[config.mk]
export PLATFORM = sky130hd
export DESIGN_NAME = adc_sample_uart
export DESIGN_NICKNAME = d
export VERILOG_FILES = /design/src/rtl/adc_sample_uart.sv
export SDC_FILE = /design/constraint.sdc
export NUM_CORES = 2
export LEC_CHECK = 0
export ABC_AREA = 1
export BUFFER_PORTS_ARGS = -buffer_cell sky130_fd_sc_hd__buf_4
export CAP_MARGIN = 20
export CORE_MARGIN = 2
export CORE_UTILIZATION = 35
export DETAILED_ROUTE_END_ITERATION = 6
export GPL_TIMING_DRIVEN = 0
export SLEW_MARGIN = 0
export SYNTH_ARGS = -nofsm -noshare
export SYNTH_HDL_FRONTEND = slang
export SYNTH_SLANG_ARGS = --single-unit
[constraint.sdc]
create_clock -name clk -period 5.4 [get_ports clk]
set_input_delay 0.54 -clock clk [delete_from_list [all_inputs] [get_ports clk]]
set_output_delay 0.54 -clock clk [all_outputs]
set_load 0.02 [all_outputs]
[src/rtl/adc_sample_uart.sv]
// ---------------------------------------------------------------------------
// adc_sample_uart
//
// Buffers 32-bit ADC sample words from the capture stage in a 64-deep
// circular FIFO. Each buffered word is sent out over a UART 8N1 line as a
// 5-byte packet: SYNC_BYTE followed by the word, most significant byte
// first. Each byte goes out LSB first.
//
// Ports
//   clk       in   system clock, rising edge
//   rst       in   synchronous reset, active low (0 = reset)
//   word      in   sample word {timestamp[15:0], 4'b0, adc_code[11:0]}
//   wren      in   write strobe; only its rising edge writes
//   tx        out  UART line, registered, idles high
//   busy      out  high while a packet is in flight (LOAD..STOP)
//   level     out  FIFO occupancy, 0..2^ADDR_W
//   overflow  out  sticky; a write was dropped because the FIFO was full
//
// FSM states
//   state   | meaning
//   --------+----------------------------------------------------------
//   S_IDLE  | line idle, waiting for level > 0
//   S_LOAD  | pop one word into the packet shift register (1 cycle)
//   S_START | start bit, tx = 0 for CLK_DIV cycles
//   S_DATA  | 8 data bits of the current byte, LSB first
//   S_STOP  | stop bit, tx = 1; then next byte or back to idle
// ---------------------------------------------------------------------------
module adc_sample_uart #(
    parameter int         WORD_LEN  = 32,
    parameter int         ADDR_W    = 6,
    parameter int         CLK_DIV   = 434,
    parameter logic [7:0] SYNC_BYTE = 8'hA5
) (
    input  logic                clk,
    input  logic                rst,
    input  logic [WORD_LEN-1:0] word,
    input  logic                wren,
    output logic                tx,
    output logic                busy,
    output logic [ADDR_W:0]     level,
    output logic                overflow
);

    localparam int              DEPTH     = 1 << ADDR_W;
    localparam int              CNT_W     = $clog2(CLK_DIV);
    localparam int              PKT_W     = WORD_LEN + 8;
    localparam logic [CNT_W-1:0] CNT_LAST = CNT_W'(CLK_DIV - 1);
    localparam logic [2:0]      LAST_BYTE = 3'(WORD_LEN / 8);
    localparam logic [ADDR_W:0] LVL_FULL  = {1'b1, {ADDR_W{1'b0}}};

    typedef enum logic [2:0] {
        S_IDLE,
        S_LOAD,
        S_START,
        S_DATA,
        S_STOP
    } state_t;

    // -----------------------------------------------------------------------
    // Write-strobe edge detect and FIFO bookkeeping
    // -----------------------------------------------------------------------
    logic                wren_q;
    logic [ADDR_W-1:0]   wr_ptr_q, wr_ptr_d;
    logic [ADDR_W-1:0]   rd_ptr_q, rd_ptr_d;
    logic [ADDR_W:0]     level_q, level_d;
    logic                ovf_q, ovf_d;
    logic [WORD_LEN-1:0] mem_q [DEPTH];
    logic [WORD_LEN-1:0] rdata;

    logic wr_req;
    logic pop;
    logic full;
    logic push;

    state_t state_q, state_d;

    assign wr_req = wren & ~wren_q;
    // LOAD is only ever entered with level > 0, so a pop never underflows.
    assign pop    = (state_q == S_LOAD);
    assign full   = (level_q == LVL_FULL);
    // A pop in the same cycle frees a slot, so a full FIFO still accepts.
    assign push   = wr_req & (~full | pop);
    assign rdata  = mem_q[rd_ptr_q];

    always_comb begin
        wr_ptr_d = wr_ptr_q;
        rd_ptr_d = rd_ptr_q;
        level_d  = level_q;
        ovf_d    = ovf_q;

        if (push) begin
            wr_ptr_d = wr_ptr_q + 1'b1;
        end
        if (pop) begin
            rd_ptr_d = rd_ptr_q + 1'b1;
        end
        if (push && !pop) begin
            level_d = level_q + 1'b1;
        end else if (pop && !push) begin
            level_d = level_q - 1'b1;
        end
        if (wr_req && !push) begin
            ovf_d = 1'b1;
        end
    end

    // Storage is not reset; clearing the pointers and level discards it.
    always_ff @(posedge clk) begin
        if (rst && push) begin
            mem_q[wr_ptr_q] <= word;
        end
    end

    // -----------------------------------------------------------------------
    // Transmit FSM
    // -----------------------------------------------------------------------
    logic [CNT_W-1:0] cnt_q, cnt_d;
    logic [2:0]       bit_q, bit_d;
    logic [2:0]       byte_q, byte_d;
    logic [PKT_W-1:0] sh_q, sh_d;
    logic             tx_q, tx_d;
    logic             cnt_last;
    logic [7:0]       cur_byte;

    assign cnt_last = (cnt_q == CNT_LAST);

    always_comb begin
        state_d  = state_q;
        bit_d    = bit_q;
        byte_d   = byte_q;
        sh_d     = sh_q;
        cnt_d    = cnt_last ? '0 : cnt_q + 1'b1;
        tx_d     = 1'b1;
        cur_byte = 8'h00;

        unique case (state_q)
            S_IDLE: begin
                if (level_q != '0) begin
                    state_d = S_LOAD;
                end
            end
            S_LOAD: begin
                sh_d    = {SYNC_BYTE, rdata};
                byte_d  = '0;
                state_d = S_START;
            end
            S_START: begin
                if (cnt_last) begin
                    bit_d   = '0;
                    state_d = S_DATA;
                end
            end
            S_DATA: begin
                if (cnt_last) begin
                    if (bit_q == 3'd7) begin
                        state_d = S_STOP;
                    end else begin
                        bit_d = bit_q + 1'b1;
                    end
                end
            end
            S_STOP: begin
                if (cnt_last) begin
                    if (byte_q < LAST_BYTE) begin
                        byte_d  = byte_q + 1'b1;
                        // Next byte moves to the top of the shift register.
                        sh_d    = {sh_q[WORD_LEN-1:0], 8'h00};
                        state_d = S_START;
                    end else begin
                        state_d = S_IDLE;
                    end
                end
            end
            default: begin
                state_d = S_IDLE;
            end
        endcase

        // Bit timer restarts on every state entry and rests in IDLE/LOAD.
        if (state_d != state_q || state_q == S_IDLE || state_q == S_LOAD) begin
            cnt_d = '0;
        end

        // tx is computed from the next state so the registered line
        // changes on the same edge as the state it belongs to.
        cur_byte = sh_d[PKT_W-1 -: 8];
        case (state_d)
            S_START: tx_d = 1'b0;
            S_DATA:  tx_d = cur_byte[bit_d];
            default: tx_d = 1'b1;
        endcase
    end

    always_ff @(posedge clk) begin
        if (!rst) begin
            wren_q   <= 1'b0;
            wr_ptr_q <= '0;
            rd_ptr_q <= '0;
            level_q  <= '0;
            ovf_q    <= 1'b0;
            state_q  <= S_IDLE;
            cnt_q    <= '0;
            bit_q    <= '0;
            byte_q   <= '0;
            sh_q     <= '0;
            tx_q     <= 1'b1;
        end else begin
            wren_q   <= wren;
            wr_ptr_q <= wr_ptr_d;
            rd_ptr_q <= rd_ptr_d;
            level_q  <= level_d;
            ovf_q    <= ovf_d;
            state_q  <= state_d;
            cnt_q    <= cnt_d;
            bit_q    <= bit_d;
            byte_q   <= byte_d;
            sh_q     <= sh_d;
            tx_q     <= tx_d;
        end
    end

    assign tx       = tx_q;
    assign busy     = (state_q != S_IDLE);
    assign level    = level_q;
    assign overflow = ovf_q;

endmodule

======== Word level (Yosys, flattened, before mapping) ========
Memories as Yosys holds them, arrays and structs flattened. A register that Yosys moved wholly into a read port is not among the register bits.
Cells that the tools add are included.
storage, ports and cells
  bits in read-only memories .............. 0
  input bits .............................. 35
  logic and storage cells ................. 81
  memories kept ........................... 1
  output and inout bits ................... 10
  latch bits .............................. 0
  register bits after elaboration ......... 80
  bits in writable memories ............... 2048
memories
  memory  words  width  read ports  clocked after Yosys merged registers in  wr ports  RTL line  text
  mem_q   64     32     1           1                                        1         67        logic [WORD_LEN-1:0] mem_q [DEPTH];
cells by class
  magnitude comparators ................... 2
  mux-type cells .......................... 26
  bitwise gates (word level) .............. 6
  shift-type cells ........................ 0
  $add $sub $neg .......................... 7
  reductions and logical operators ........ 15
  divide/modulo/power cells ............... 0
  multipliers ............................. 0
  equality and inequality tests ........... 12
operators with widths
  kind                                                                   count
  40-bit 2-to-1 mux                                                      2
  40-bit case mux with 2 select lines                                    1
  3-bit 2-to-1 mux                                                       10
  3-bit case mux with 5 select lines                                     1
  7-bit 2-to-1 mux                                                       2
  6-bit by 1-bit adder with 6-bit output, second input constant          2
  3-bit by 2-bit equality test with 1-bit output, second input constant  4
  6-bit 2-to-1 mux                                                       2
  3-bit case mux with 2 select lines                                     2
  9-bit by 1-bit adder with 9-bit output, second input constant          1
  9-bit equality test, second input constant                             1
  7-bit by 1-bit adder with 7-bit output, second input constant          1
  7-bit equality test, second input constant                             1
  7-bit nonzero test                                                     1
  7-bit by 1-bit subtractor with 7-bit output, second input constant     1
  3-bit by 1-bit adder with 3-bit output, second input constant          2
  3-bit equality test, second input constant                             2
  1-bit logical AND                                                      4
  3-bit by 4-bit < comparator with 1-bit output, second input constant   1
  2-bit != test, second input constant                                   2
  2-bit nonzero test                                                     2
  1-bit binary-select mux with 3-bit select                              1
  3-bit by 1-bit equality test with 1-bit output, second input constant  1
  3-bit logical NOT                                                      1
  13 further kinds                                                       20

======== Longest topological paths before layout ========
  depth in word-level cells ............... 8
  gate-level depth with buffers ........... 18
  gate-level depth less buffers ........... 18

======== Worst setup path after synthesis ========
Ideal clock, no wire load.
  kind .................................... input -> register
  from .................................... input port rst
  to ...................................... memory mem_q[24][0], enable pin
  required time ........................... 4.939 ns
  path slack .............................. 1.209 ns
  stages .................................. 5
  data arrival time ....................... 3.730 ns
  cell sequence ........................... clkbuf_1 clkinv_1 nor2_2 nand4_1 nor3_1
between the ends
  cells in the longest elaborated chain, start to end .. 3
ends and longest elaborated chain
  element                                 RTL line  text
  start: declaration                      35        input logic rst,
  1-bit logical AND                       109       if (rst && push) begin
  1-bit 2-to-1 mux                        109
  1-bit 2-to-1 mux (implied by the code)  110       mem_q[wr_ptr_q] <= word;
  end: declaration                        67
Every way passes these cells.

======== Worst setup path in the final report ========
  from .................................... register state_q[2]
  to ...................................... memory mem_q[24][8], enable pin
between the ends
  cells in the longest elaborated chain, start to end .. 6
ends and longest elaborated chain
  element                                         RTL line  text
  start: declaration                              75        state_t state_q, state_d;
  start signal: assignment                        213       state_q <= state_d;
  3-bit by 1-bit equality test with 1-bit output  79        assign pop = (state_q == S_LOAD);
  1-bit OR                                        82        assign push = wr_req & (~full | pop);
  1-bit AND                                       82
  1-bit logical AND                               109
  1-bit 2-to-1 mux                                109
  1-bit 2-to-1 mux (implied by the code)          110
Every way passes these cells.

==> reports/qor.csv <==
stage,metric,value,unit
run_status,status,"finished, violations left",
run_status,failed_checks,DRC,
timing,setup-violations-final,0,
place,dpl.hpwl,239000,um
place,io_buffers,43,
timing,hold_violations,0,
synthesis,yosysSeqAreaShare,73.2,%
layout,layout.nets,7786,
layout,drive_above_1_share,11.4,%
timing,fmax,0.224,GHz
synthesis,synth_edf_count,2048,
clocking,cts-root-buf,clkbuf_16,
synthesis,yosysWarnings,0,
worst_setup_path,end_kind,flop,
power_and_ir_drop,irDropWorstVdd,0.324,mV
synthesis,syn-num-nets,7396,
route,drc,2,
clocking,cts_tree,done,
run,maxCapViolCount,0,
worst_setup_path,worstPathMaxFanout,8,
timing,tightest_slew,1300,ps
hold_path,hold_class,input port to flop,
floorplanning,dieArea,251000,um2
power_and_ir_drop,power_density,449,nW/um2
timing,relSlewSlack,13.4,%
synthesis,synth_cell_types,40,
power_and_ir_drop,p_leak,35.4,nW
route,wl_per_cell,32.0,um
timing,fin_crit,4470,ps
grt,antenna_found_initial,14,
clocking,cts_inserted_buffers,202,
synthesis,ys.flop_type,edfxtp_1,
clocking,cts_buffer_depth,3,
route,ant_nets,0,
grt,grt_start_max_net_pins,65,
timing,rsz0062_at_grt,no,
timing,fin_hold_ws,249,ps
timing,fin_ws,934,ps
floorplanning,fp-row-count,182,
worst_setup_path,worst_ep_required_time,5980,ps
clocking,hold_buffers,1,
grt,grt_pass1_wl,480000,um
worst_setup_path,start_kind,flop,
synthesis,synth_cells,7348,
route,wl,356000,um
place,pre_cts_ws,1110,ps
route,drt-vias-per-instance,5.85,
route,vias,65100,
timing,worst_clock_skew,51.4,ps
layout,area_delta_synth_final,16.5,%
worst_setup_path,critPathArrivalTime,5040,ps
synthesis,ys_ff_latch,2134,
floorplanning,start_util,35.2,%
place,globalplace.congestion,0.943,
timing,fin_crit_sh,82.7,%
grt,grtUsageTotal,27.6,%
clocking,insertion_delay,870,ps
synthesis,synth-async-reset-ratio,0,%
worst_setup_path,critPathKind,flop to flop,
floorplanning,ios,45,
clocking,cts_sinks,2134,
route,drt_iter0_markers,12400,
grt,grt-ovfl-total,0,
timing,drv_slew,0,
synthesis,syn_area,86300,um2
floorplanning,fp.dieH,501,um
grt,grt_pass1_vias,59200,
clocking,clk_pin_slew,60,ps
synthesis,syn_avg_cell_area,11.7,um2
clocking,cts-resized-gates,0,
clocking,cts_setup_buffers,0,
route,firstDrtPassIters,7,
floorplanning,fp.dieW,501,um
clocking,cts_max_level,4,
floorplanning,fp.coreArea,245000,um2
-- layout make-up --
type / count / area, um2
inverters: 99 / 375
clock inverters: 128 / 1090
diodes: 4 / 10.0
fillers: 22700 / 145000
multi-input cells: 4651 / 20800
well taps: 3220 / 4030
clock buffers: 245 / 5330
repair buffers: 186 / 3310
plain buffers: 464 / 2390
flip-flops and latches: 2134 / 63200
-- flip-flops by register name, summed over array words and instances, names as in the netlist, named ones only --
signal and cells:
state_q 3, overflow 1, level 7, sh_q 40
byte_q 3, cnt_q 9, tx 1, wren_q 1
mem_q 2048, bit_q 3, wr_ptr_q 6, rd_ptr_q 6
-- synthesized netlist by cell type (16+ instances only) --
library cell / number / area share, %
nand2_1: 2431 / 11
edfxtp_1: 2048 / 71
nand3_1: 1899 / 11
buf_2: 254 / 1.5
nor2_1: 133 / 0.58
clkbuf_1: 90 / 0.39
inv_1: 88 / 0.38
dfxtp_1: 86 / 2.0
buf_4: 77 / 0.67
a21oi_1: 61 / 0.35
o21ai_0: 50 / 0.29
buf_1: 38 / 0.17
nor3_1: 16 / 0.093
-- worst max-delay path, stage by stage (launching register included) --
cell and delay, ps:
dfxtp_1 370, inv_2 60, nand3_1 290, nand3b_1 240, nand3_1 400, nor2_2 340, nand4_1 730, nor3_2 1120
buf_8 240, buf_6 190, buf_6 160
-- through the flow --
step / cells / util, % / area, um2 / power (mW) / setup TNS [ps]
global placement: 10600 / 36.9 / 90700 / 30.7 / -3539790
CTS: 11100 / 41.0 / 101000 / 44.6 / 0
global route: 11100 / 41.0 / 101000 / 46.3 / 0
detailed placement: 10800 / 38.3 / 94100 / 30.8 / 0
finish: 11100 / 41.0 / 101000 / 45.2 / 0
floorplan: 7348 / - / 86300 / 25.5 / 0
-- report_power, final --
group	total [mW]	switching (mW)	leakage, nW	internal, mW
Combinational	12.6	9.55	13.1	3.07
Clock	14.1	6.45	3.17	7.70
Sequential	18.4	0.125	19.1	18.3
Total	45.2	16.1	35.4	29.1
-- kinds of logic (layout without fill, tap and decap cells) --
group / Yosys count / count (layout) / synth area share [%]
xor gates and xnor gates: 11 / 11 / 0.112
adders and majority gates: 13 / 13 / 0.197
DFF: 2134 / 2134 / 73.2
and+or+nand+nor: 4501 / 4501 / 22.5
other: 0 / 4 / 0
buffers and inverters: 563 / 1122 / 3.20
AOI/OAI and AO/OA: 126 / 126 / 0.755
-- worst paths after layout --
check | from | endpoint | slack, ps | depth (start not counted)
max | state_q[2] | mem_q[24][8] | 930 | 10
min | word[14] | mem_q[16][14] | 250 | 1
max reg2reg | state_q[2] | mem_q[24][8] | 930 | 10
min reg2reg | sh_q[7] | sh_q[7] | 470 | 2
-- per-layer routing --
layer	vias to the layer above	global-route usage (%)	routed length, um
li1	26700	-	-
met1	31700	37.0	127000
met2	5558	40.7	151000
met3	1087	7.90	55300
met4	10	14.3	22500
met5	-	0	73
-- layout by cell type (no fill, tap or decap), drive strengths merged, types with 3 or more instances in the layout --
cell and n:
o21ai 60, diode 4, bufinv 14, nor2 141, buf 559, nand3 1900, clkinv 108, a21oi 61
clkbuf 335, inv 102, nor3 16, dfxtp 86, nand2 2433, clkinvlp 3, xor2 10, edfxtp 2048
nor3b 3, ha 12, nand4 6
No activity file was read; power rests on OpenSTA's default activity.
